`src/rtl/router_1xn_top_if.sv`:
```
// router_1xn_top_if: packet source / channel read bundle for router_1xn_top.
// The router attaches through the slave modport, the packet source and
// channel readers through the master modport.
interface router_1xn_top_if #(
    parameter int unsigned DATA_W = 8,
    parameter int unsigned NUM_CH = 3
);
    logic                     packet_valid;
    logic [DATA_W-1:0]        datain;
    logic [NUM_CH-1:0]        read_enb;
    logic [NUM_CH*DATA_W-1:0] data_out;
    logic [NUM_CH-1:0]        vld_out;
    logic                     busy;
    logic                     err;
    logic [NUM_CH-1:0]        soft_rst;

    modport master (
        output packet_valid, datain, read_enb,
        input  data_out, vld_out, busy, err, soft_rst
    );

    modport slave (
        input  packet_valid, datain, read_enb,
        output data_out, vld_out, busy, err, soft_rst
    );
endinterface

```
`src/rtl/router_1xn_top.sv`:
```
// router_1xn_top: 1-to-N byte-serial packet router.
// Packets (header, payload, parity) arrive on one port and are steered into
// one of NUM_CH per-channel FIFOs by header[ADDR_W-1:0]. Parity mismatch or an
// illegal destination raises a one-cycle err pulse; illegal packets are dropped.
// Optional feature: define ROUTER_TIMEOUT_EN to flush a channel whose data sits
// unread for TIMEOUT cycles (soft_rst pulses); otherwise soft_rst is tied low.
module router_1xn_top #(
    parameter int unsigned DATA_W  = 8,
    parameter int unsigned NUM_CH  = 3,
    parameter int unsigned DEPTH   = 16,
    parameter int unsigned TIMEOUT = 30
) (
    input logic             clk,
    input logic             reset,
    router_1xn_top_if.slave bus
);
    localparam int unsigned ADDR_W = (NUM_CH <= 2) ? 1 : $clog2(NUM_CH);
    localparam int unsigned AW1    = ADDR_W + 1;
    localparam int unsigned PTR_W  = $clog2(DEPTH);
    localparam int unsigned CNT_W  = PTR_W + 1;

    // Reject parameter sets the datapath cannot support.
    if (DATA_W < ADDR_W + 1 || NUM_CH < 2 || NUM_CH > 8 || DEPTH < 4 ||
        (DEPTH & (DEPTH - 1)) != 0 || TIMEOUT < 2) begin : g_param_check
        $error("router_1xn_top: unsupported parameter set");
    end

    typedef enum logic [2:0] {
        StIdle,
        StWaitEmpty,
        StPayload,
        StCheck,
        StDrop
    } state_e;

    state_e            r_state, w_state_d;
    logic [ADDR_W-1:0] r_dest, w_dest_d, w_in_dest;
    logic [DATA_W-1:0] r_hdr, w_hdr_d;
    logic [DATA_W-1:0] r_acc, w_acc_d;
    logic [DATA_W-1:0] w_wr_data;
    logic              r_err, w_err_d;
    logic              w_wr_req, w_busy;
    logic              w_in_illegal, w_in_empty, w_dest_empty, w_dest_full;
    logic [NUM_CH-1:0] w_empty, w_full, w_flush;

    assign w_in_dest    = bus.datain[ADDR_W-1:0];
    assign w_in_illegal = ({1'b0, w_in_dest} >= AW1'(NUM_CH));

    // Status of the channel named by the incoming header and by the latched dest.
    always_comb begin
        w_in_empty   = 1'b0;
        w_dest_empty = 1'b0;
        w_dest_full  = 1'b0;
        for (int i = 0; i < NUM_CH; i++) begin
            if (w_in_dest == ADDR_W'(i)) begin
                w_in_empty = w_empty[i];
            end
            if (r_dest == ADDR_W'(i)) begin
                w_dest_empty = w_empty[i];
                w_dest_full  = w_full[i];
            end
        end
    end

    // Packet FSM next state, FIFO write request, busy and parity accumulation.
    always_comb begin
        w_state_d = r_state;
        w_dest_d  = r_dest;
        w_hdr_d   = r_hdr;
        w_acc_d   = r_acc;
        w_err_d   = 1'b0;
        w_wr_req  = 1'b0;
        w_wr_data = bus.datain;
        w_busy    = 1'b0;
        case (r_state)
            StIdle: begin
                if (bus.packet_valid) begin
                    w_dest_d = w_in_dest;
                    if (w_in_illegal) begin
                        w_err_d   = 1'b1;
                        w_state_d = StDrop;
                    end else if (w_in_empty) begin
                        w_wr_req  = 1'b1;
                        w_acc_d   = bus.datain;
                        w_state_d = StPayload;
                    end else begin
                        w_hdr_d   = bus.datain;
                        w_state_d = StWaitEmpty;
                    end
                end
            end
            StWaitEmpty: begin
                // Source holds the first payload byte until the header is stored.
                w_busy = 1'b1;
                if (w_dest_empty) begin
                    w_wr_req  = 1'b1;
                    w_wr_data = r_hdr;
                    w_acc_d   = r_hdr;
                    w_state_d = StPayload;
                end
            end
            StPayload: begin
                // A same-cycle read does not free space for this byte.
                w_busy = w_dest_full;
                if (!w_dest_full) begin
                    w_wr_req = 1'b1;
                    if (bus.packet_valid) begin
                        w_acc_d = r_acc ^ bus.datain;
                    end else begin
                        w_err_d   = (bus.datain != r_acc);
                        w_state_d = StCheck;
                    end
                end
            end
            StCheck: begin
                w_busy    = 1'b1;
                w_acc_d   = '0;
                w_state_d = StIdle;
            end
            StDrop: begin
                if (!bus.packet_valid) begin
                    w_state_d = StIdle;
                end
            end
            default: w_state_d = StIdle;
        endcase
    end

    // FSM and packet context registers; err is a registered one-cycle pulse.
    always_ff @(posedge clk or posedge reset) begin
        if (reset) begin
            r_state <= StIdle;
            r_dest  <= '0;
            r_hdr   <= '0;
            r_acc   <= '0;
            r_err   <= 1'b0;
        end else begin
            r_state <= w_state_d;
            r_dest  <= w_dest_d;
            r_hdr   <= w_hdr_d;
            r_acc   <= w_acc_d;
            r_err   <= w_err_d;
        end
    end

    assign bus.busy     = w_busy;
    assign bus.err      = r_err;
    assign bus.vld_out  = ~w_empty;
    assign bus.soft_rst = w_flush;

    for (genvar g = 0; g < NUM_CH; g++) begin : g_ch
        logic [DATA_W-1:0] r_mem [DEPTH];
        logic [PTR_W-1:0]  r_wptr, r_rptr;
        logic [CNT_W-1:0]  r_cnt;
        logic [DATA_W-1:0] r_dout;
        logic              w_wr, w_rd;

        assign w_empty[g] = (r_cnt == '0);
        assign w_full[g]  = (r_cnt == CNT_W'(DEPTH));
        assign w_rd       = bus.read_enb[g] && !w_empty[g];
        // A flush discards any byte written in the same cycle.
        assign w_wr       = w_wr_req && (w_dest_d == ADDR_W'(g)) && !w_full[g] && !w_flush[g];

        // Storage array written at the tail pointer; contents need no reset.
        always_ff @(posedge clk) begin
            if (w_wr) begin
                r_mem[r_wptr] <= w_wr_data;
            end
        end

        // Pointers, occupancy and registered head-word output.
        always_ff @(posedge clk or posedge reset) begin
            if (reset) begin
                r_wptr <= '0;
                r_rptr <= '0;
                r_cnt  <= '0;
                r_dout <= '0;
            end else if (w_flush[g]) begin
                r_wptr <= '0;
                r_rptr <= '0;
                r_cnt  <= '0;
            end else begin
                if (w_wr) begin
                    r_wptr <= r_wptr + 1'b1;
                end
                if (w_rd) begin
                    r_rptr <= r_rptr + 1'b1;
                    r_dout <= r_mem[r_rptr];
                end
                case ({w_wr, w_rd})
                    2'b10:   r_cnt <= r_cnt + 1'b1;
                    2'b01:   r_cnt <= r_cnt - 1'b1;
                    default: r_cnt <= r_cnt;
                endcase
            end
        end

        assign bus.data_out[g*DATA_W +: DATA_W] = r_dout;

`ifdef ROUTER_TIMEOUT_EN
        localparam int unsigned TCNT_W = $clog2(TIMEOUT);
        logic [TCNT_W-1:0] r_tcnt;
        logic              w_idle_vld;

        assign w_idle_vld = !w_empty[g] && !bus.read_enb[g];
        assign w_flush[g] = w_idle_vld && (r_tcnt == TCNT_W'(TIMEOUT - 1));

        // Idle-read counter: runs while data waits unread, restarts on read, empty or flush.
        always_ff @(posedge clk or posedge reset) begin
            if (reset) begin
                r_tcnt <= '0;
            end else if (!w_idle_vld || w_flush[g]) begin
                r_tcnt <= '0;
            end else begin
                r_tcnt <= r_tcnt + 1'b1;
            end
        end
`else
        assign w_flush[g] = 1'b0;
`endif
    end
endmodule

```
`src/flat_wrapper.sv`:
```
// flat-port wrapper written by rule: the top's interface ports become plain ports
module router_1xn_top_flat 
#(
    parameter int unsigned DATA_W  = 8,
    parameter int unsigned NUM_CH  = 3,
    parameter int unsigned DEPTH   = 16,
    parameter int unsigned TIMEOUT = 30
)
  (clk, reset, bus_packet_valid, bus_datain, bus_read_enb, bus_data_out, bus_vld_out, bus_busy, bus_err, bus_soft_rst);
  router_1xn_top_if #(.DATA_W(DATA_W), .NUM_CH(NUM_CH)) bus_i ();
  input logic clk;
  input logic reset;
  input wire logic [$bits(bus_i.packet_valid)-1:0] bus_packet_valid;
  input wire logic [$bits(bus_i.datain)-1:0] bus_datain;
  input wire logic [$bits(bus_i.read_enb)-1:0] bus_read_enb;
  output wire logic [$bits(bus_i.data_out)-1:0] bus_data_out;
  output wire logic [$bits(bus_i.vld_out)-1:0] bus_vld_out;
  output wire logic [$bits(bus_i.busy)-1:0] bus_busy;
  output wire logic [$bits(bus_i.err)-1:0] bus_err;
  output wire logic [$bits(bus_i.soft_rst)-1:0] bus_soft_rst;
  assign bus_i.packet_valid = bus_packet_valid;
  assign bus_i.datain = bus_datain;
  assign bus_i.read_enb = bus_read_enb;
  assign bus_data_out = bus_i.data_out;
  assign bus_vld_out = bus_i.vld_out;
  assign bus_busy = bus_i.busy;
  assign bus_err = bus_i.err;
  assign bus_soft_rst = bus_i.soft_rst;
  router_1xn_top #(.DATA_W(DATA_W), .NUM_CH(NUM_CH), .DEPTH(DEPTH), .TIMEOUT(TIMEOUT)) u_core (.clk(clk), .reset(reset), .bus(bus_i));
endmodule
```
`config.mk`:
```
export PLATFORM = sky130hd
export DESIGN_NAME = router_1xn_top_flat
export DESIGN_NICKNAME = d
export VERILOG_FILES = /design/src/rtl/router_1xn_top_if.sv /design/src/rtl/router_1xn_top.sv /design/src/flat_wrapper.sv
export SDC_FILE = /design/constraint.sdc
export NUM_CORES = 1
export LEC_CHECK = 0
export BUFFER_PORTS_ARGS = -buffer_cell sky130_fd_sc_hd__buf_2
export CORE_MARGIN = 4
export CORE_UTILIZATION = 55
export DETAILED_ROUTE_END_ITERATION = 7
export PLACE_DENSITY = 0.71
export SYNTH_ARGS = -nofsm -noshare
export SYNTH_HDL_FRONTEND = slang
export SYNTH_SLANG_ARGS = --single-unit
```
`constraint.sdc`:
```
create_clock -name clk -period 3.9 [get_ports clk]
set_input_delay 0.975 -clock clk [delete_from_list [all_inputs] [get_ports clk]]
set_output_delay 0.975 -clock clk [all_outputs]
set_load 0.01 [all_outputs]
```
== After elaboration in Yosys (flattened, before gate mapping) ==
Memory sizes are Yosys's and may differ from the RTL's. A register that Yosys moved wholly into a read port is not among the register bits.
Cells that the tools add are included.

* Register bits: 61
* RAM bits: 384
* Input bits: 14
* Logic and storage cells: 141
* Memories: 3

* Add/subtract/negate cells: 12
* Magnitude comparators: 1
* Equal/unequal tests: 28
* Muxes and demuxes: 49
* Bitwise gates (word level): 4
* Reduce and logical (&&, ||, !) cells: 30

{| class="wikitable"
|+ Memory list
! name !! words !! width !! read ports !! clocked after memory_dff !! write ports !! RTL line !! RTL
|-
| u_core.g_ch[0].r_mem || 16 || 8 || 1 || 1 || 1 || router_1xn_top.sv:152 || <nowiki>logic [DATA_W-1:0] r_mem [DEPTH];</nowiki>
|-
| u_core.g_ch[1].r_mem || 16 || 8 || 1 || 1 || 1 || router_1xn_top.sv:152 ||
|-
| u_core.g_ch[2].r_mem || 16 || 8 || 1 || 1 || 1 || router_1xn_top.sv:152 ||
|}

{| class="wikitable"
|+ Operators by type and width
! cell !! count
|-
| $mux 8 || 8
|-
| $pmux 8 s4 || 1
|-
| $pmux 5 s2 || 3
|-
| $add 4x1->4 const B || 6
|-
| $mux 1 || 24
|-
| $mux 3 || 6
|-
| $add 5x1->5 const B || 3
|-
| $eq 5x5->1 const B || 3
|-
| $logic_not 5->1 || 3
|-
| $sub 5x1->5 const B || 3
|-
| $eq 2x1->1 const B || 6
|-
| $eq 2x2->1 const B || 6
|-
| $ne 2x2->1 const B || 6
|-
| $pmux 3 s4 || 1
|-
| $logic_and 1x1->1 || 9
|-
| $ne 8x8->1 || 1
|-
| $xor 8x8->8 || 1
|-
| $reduce_and 7->1 || 1
|-
| $eq 3x2->1 const B || 2
|-
| $logic_not 1->1 || 6
|-
| $logic_not 2->1 || 3
|-
| $mux 2 || 3
|-
| $reduce_bool 2->1 || 3
|-
| $reduce_and 5->1 || 1
|-
| other kinds (12) || 15
|}

== Longest topological paths before layout ==
* Depth in word-level cells: 12
* Gate-level depth with buffers: 18
* Depth with buffers taken out: 14

== Worst setup path after synthesis ==
Ideal clock, no wire load.

* Kind: input port to flip-flop
* Start point: input bus_packet_valid
* End point: register u_core.g_ch[1].r_cnt[4]
* Arrival time: 3.760 ns
* Data required time: 3.770 ns
* Slack: 0.011 ns
* Stages on the path: 15
* Path through: nor4b_4 mux2_2 a311oi_4 inv_2 buf_2 ha_1 clkbuf_1 xor2_1 ha_1 nor2b_1 a22oi_1 o22ai_1 nand2b_1 a21oi_1 xor2_1

* Word-level cells in the longest chain between the ends: 7
* Elaborated cells on any way between the ends: 11
* Those cells by class: 3 x eq/ne; 5 x mux; 3 x reduce/logical

{| class="wikitable"
|+ Ends and longest elaborated chain
! element !! RTL line !! RTL
|-
| start, declared || flat_wrapper.sv:13 || <nowiki>input wire logic [$bits(bus_i.packet_valid)-1:0] bus_packet_valid;</nowiki>
|-
| $mux 2 (*) || router_1xn_top.sv:77 || <nowiki>if (bus.packet_valid) begin</nowiki>
|-
| $mux 2 (*) || router_1xn_top.sv:75 || <nowiki>case (r_state)</nowiki>
|-
| net u_core.w_dest_d[1] || router_1xn_top.sv:37 || <nowiki>logic [ADDR_W-1:0] r_dest, w_dest_d, w_in_dest;</nowiki>
|-
| $eq 2x1->1 (*) || router_1xn_top.sv:162 || <nowiki>assign w_wr = w_wr_req && (w_dest_d == ADDR_W'(g)) && !w_full[g] && !w_flush[g];</nowiki>
|-
| $logic_and 1x1->1 (*) (2 in series) || router_1xn_top.sv:162 ||
|-
| $eq 2x1->1 or $eq 2x2->1 (tied branches) || router_1xn_top.sv:190 || <nowiki>case ({w_wr, w_rd})</nowiki>
|-
| $pmux 5 s2 or $reduce_bool 2->1 (tied branches) || n/a ||
|-
| end signal, assigned || router_1xn_top.sv:191 || <nowiki>2'b10: r_cnt <= r_cnt + 1'b1;</nowiki>
|-
| end signal, assigned || router_1xn_top.sv:192 || <nowiki>2'b01: r_cnt <= r_cnt - 1'b1;</nowiki>
|-
| end signal, assigned || router_1xn_top.sv:193 || <nowiki>default: r_cnt <= r_cnt;</nowiki>
|-
| end, declared || router_1xn_top.sv:154 || <nowiki>logic [CNT_W-1:0] r_cnt;</nowiki>
|}

The timed path passes the listed nets; every way through them passes the cells marked *.
A chain may end at the register's enable or synchronous reset.

== Worst setup path in the final report ==
* Start point: register u_core.g_ch[1].r_cnt[0]
* End point: register u_core.g_ch[1].r_cnt[4]

* Word-level cells in the longest chain between the ends: 11
* Elaborated cells on any way between the ends: 25
* Those cells by class: 2 x add/sub; 3 x eq/ne; 13 x mux; 7 x reduce/logical

{| class="wikitable"
|+ Ends and longest elaborated chain
! element !! RTL line !! RTL
|-
| $logic_not 5->1 || router_1xn_top.sv:158 || <nowiki>assign w_empty[g] = (r_cnt == '0);</nowiki>
|-
| $mux 1 (2 in series) || router_1xn_top.sv:55 || <nowiki>if (w_in_dest == ADDR_W'(i)) begin</nowiki>
|-
| $mux 1 || router_1xn_top.sv:82 || <nowiki>end else if (w_in_empty) begin</nowiki>
|-
| $mux 1 || router_1xn_top.sv:79 || <nowiki>if (w_in_illegal) begin</nowiki>
|-
| $mux 1 || router_1xn_top.sv:77 ||
|-
| $pmux 1 s3 || router_1xn_top.sv:75 ||
|-
| $logic_and 1x1->1 (2 in series) || router_1xn_top.sv:162 ||
|-
| $eq 2x1->1 or $eq 2x2->1 (tied branches) || router_1xn_top.sv:190 ||
|-
| $pmux 5 s2 or $reduce_bool 2->1 (tied branches) || n/a ||
|}

Several ways; a longest one is shown, not always the timed one.

==> reports/qor.log <==
[global_routing] overflow left after global routing 0
[clocking] clock root buffer clkbuf_16
[run] number of maximum-capacitance constraint violations 0
[power] standby leakage power 7.62 nW
[global_routing] global route hottest layer met2
[global_routing] number of antenna violations at the first check in global routing 0
[yosys] multiplexer area fraction after synthesis 0.165
[detailed_routing] detailed-route vias per instance 5.98
[yosys] register bit count reported by yosys 469
[detailed_routing] count of routing violations after the opening detailed-route iteration 910
[clocking] TritonCTS clock tree yes
[cells_and_area] post-layout utilization of the core 0.637
[cells_and_area] growth of design area from synthesis to finish 13.4%
[yosys] parity-gate share of the synthesized area counting xor and xnor cells 0.0165
[cells_and_area] total number of nets in the final design 1191
[yosys] dominant cells by area after synthesis edfxtp_1, mux4_2, dfrtp_1, mux2_2, ha_1
[yosys] largest area contributor in the synthesized netlist edfxtp_1
[worst_hold_path] Worst Hold Depth 2
[clocking] cts bufs inserted 48
[detailed_routing] number of remaining DRC errors 0
[yosys] Post-synth EDFFs 384
[global_routing] met1 Track Usage GR 0.303
[worst_hold_path] Tightest Hold Check Type flip-flop to flip-flop
[cells_and_area] multi-input combinational cell area 0.00564 mm2
[detailed_routing] Routed WL 38600 um
[timing] fmax 296 MHz
[critical_path] required time of the worst setup path 4370 ps
[clocking] CTS clock-pin slew for the worst setup and hold paths 60 ps
[cells_and_area] layout cells sized above 1 0.304
[critical_path] startpoint kind of the worst setup timing path flip-flop
[yosys] Avg Inst Size Synth 18.4 um2
[clocking] Post-CTS Resized 0
[yosys] largest family of logic cells by synthesized area multiplexers
[global_routing] met2 layer usage reported by global route 0.323
[clocking] CTS H-Tree Depth 2
[cells_and_area] number of filler cells placed in the layout 2458
[clocking] Max Root-Sink Buffers 3
[detailed_routing] remaining antenna violation count 0
[floorplan] Floorplan Core Area 0.0349 mm2
[power] cell area power density 701 mW/mm2
[floorplan] initial core utilization 0.562
[timing] Final Hold Vio Count 0
[yosys] fraction of registers with async set or reset after synthesis 0.181
[detailed_routing] routed length per placed instance 23.4 um
[clocking] hold buffer count at CTS 0
[global_routing] global-route wire length before repair 60700 um
[critical_path] number of cells on the worst reg-to-reg path 14
[critical_path] kind of critical path flip-flop to flip-flop
[yosys] Synth Area in Adders 0.0153
[floorplan] row cnt 68
[timing] Max Clock Skew 25.4 ps
[critical_path] setup slack of the worst register-to-register path 520 ps
[yosys] most common flop cell mapped by yosys edfxtp_1
[placed_design] final weighted congestion of routability-driven global placement 0.823
[critical_path] peak fanout along the critical path 7
[timing] total negative slack for setup checks 0 ps
[cells_and_area] area of all sequential standard cells 0.0137 mm2
[worst_hold_path] hold worst-path end u_core.g_ch[2].r_dout[1]
[timing] setup violation total in the final timing report 0
[yosys] post-synthesis simple-gate area fraction 0.0622
[clocking] total clock sinks 469
[cells_and_area] post-route cell area 0.0222 mm2
[timing] final max-slew violation count 0
[global_routing] met3 demand-to-capacity share in global routing 0.0320
[floorplan] die outline area 0.0387 mm2
[critical_path] worst endpoint data arrival time 3850 ps
[yosys] area share of the largest cell type after synthesis 0.588
[cells_and_area] total inserted antenna cells 0
[detailed_routing] vias after detailed routing 9848
[worst_hold_path] start point of the worst min-delay path u_core.g_ch[2].r_dout[1]
[global_routing] global router's overall resource usage 0.204
[placed_design] I/O Buffers 42
[yosys] portion of the post-synthesis area used by sequential elements 0.697
[timing] Least-Margin Pin Slew 1120 ps
[yosys] synth warn 0
[yosys] Compound-Gate Fraction of Synth Area 0.0266
[yosys] commonest cells in the synthesized netlist edfxtp_1, mux4_2, dfrtp_1
[critical_path] type of element capturing the critical path flip-flop
[critical_path] Crit Reg-Reg Endpoint u_core.g_ch[1].r_cnt[4]
[timing] worst hold margin 464 ps
[power] total power of the final layout 15.6 mW
[placed_design] Post-Place Cell Area 0.0206 mm2
[power] highest ir drop seen on vdd 0.694 mV
[global_routing] maximum number of pins on one net before global-route repair 72
[yosys] netlist area before placement 0.0196 mm2
[timing] post-route clock period utilization 0.867
[clocking] Setup Fix Bufs, Post-CTS 0
[floorplan] top-level I/O count 46
[timing] remaining max-slew budget at the tightest pin 0.256
[global_routing] vias in the first global route 9977
[timing] fin crit period 3380 ps
[yosys] number of unique standard cell types used by synthesis 63
[yosys] synthesized instance count 1065
[floorplan] chip height 197 um
[detailed_routing] Pre-antenna DRT Iters 5
[critical_path] reg2reg start u_core.g_ch[1].r_cnt[0]
[placed_design] DPL Wire Length 23100 um
[clocking] clock latency at the later pin of the worst-skew pair 570 ps
[floorplan] Die Span X 197 um
[run_status] status finished, final reports clean
[timing] setup repair after global routing missed its margin no
[yosys] most numerous cell in the Yosys netlist edfxtp_1
-- registers in the layout, indices dropped and copies added (netlist names) --
register / cells
u_core.g_ch.r_dout: 24
u_core.r_dest: 2
u_core.g_ch.r_wptr: 12
u_core.g_ch.r_mem: 384
u_core.r_acc: 8
u_core.g_ch.r_rptr: 12
u_core.bus.err: 1
u_core.g_ch.r_cnt: 15
u_core.r_hdr: 8
u_core.r_state: 3
-- per-stage QoR --
| step | std cells | setup slack, ps |
|---|---|---|
| after global placement | 1558 | 364 |
| after floorplan | 1067 | 10.7 |
| final | 1647 | 520 |
| after detailed placement | 1558 | 269 |
| after CTS | 1647 | 536 |
| after global routing | 1647 | 200 |
-- per-layer routing --
layer  routed length (um)  vias to the layer above
met1                17100                     5124
met2                18800                      248
li1                     -                     4419
met4                  735                        0
met5                    0                        -
met3                 1940                       57
-- worst max-delay path: stages (launching register included) --
cell and delay [ps]:
dfrtp_1 450, or4_4 600, nor3_2 250, o31ai_2 220
a311oi_4 380, inv_2 60, ha_1 200, xor2_1 140
ha_1 190, nor2b_1 190, a22oi_1 90, o22ai_1 130
nand2b_1 70, a21oi_1 150, xor2_1 150
-- cell type report --
type | instances | area share
sequential | 469 | 0.615
multi-input combinational | 516 | 0.254
clock buffer | 63 | 0.0579
timing repair buffer | 102 | 0.0309
tap | 455 | 0.0256
clock inverter | 26 | 0.0141
inverter | 16 | 0.00282
-- cell families (layout without fill, tap and decap cells) --
group,Yosys count,in the layout
AO/OA/AOI/OAI,74,74
XOR/XNOR,36,36
adder cells (fa/ha/maj),24,24
buffers and inverters,82,207
flip-flops,469,469
multiplexers,168,168
other,1,3
AND/OR/NAND/NOR,211,211
-- how the worst max path moves through the flow --
stage | start | endpoint | slack, ps | cells past startpoint
after floorplan | bus_packet_valid | u_core.g_ch[1].r_cnt[4] | 10 | 15
after global placement | bus_datain[0] | u_core.g_ch[2].r_cnt[4] | 360 | 14
after detailed placement | bus_datain[0] | u_core.g_ch[2].r_cnt[4] | 270 | 14
after CTS | u_core.g_ch[1].r_cnt[0] | u_core.g_ch[1].r_cnt[4] | 540 | 14
after global routing | u_core.r_state[0] | u_core.g_ch[1].r_cnt[4] | 200 | 14
final | u_core.g_ch[1].r_cnt[0] | u_core.g_ch[1].r_cnt[4] | 520 | 14
-- report_power, final --
group / switching, mW / internal [mW]
Combinational: 1.93 / 2.25
Sequential: 0.804 / 5.98
Clock: 1.83 / 2.79
Total: 4.56 / 11.0
-- placed cells by master (no fill, tap or decap), types with 6 or more instances in the layout --
master / count
nor2b_1: 35
a21oi_1: 28
dfrtp_1: 81
o221ai_1: 8
buf_2: 42
clkbuf_16: 48
bufinv_16: 7
clkinv_2: 9
nand2b_1: 8
nor4_1: 9
ha_1: 24
mux2_2: 44
nand2_1: 60
nand4_1: 6
xor2_1: 17
clkbuf_1: 12
inv_1: 13
buf_4: 58
mux4_2: 120
and3_1: 9
edfxtp_1: 384
clkinv_1: 8
a21o_1: 6
xnor2_1: 18
nor2_1: 23
nor3_1: 19
Power figures use the tool's default switching activity.
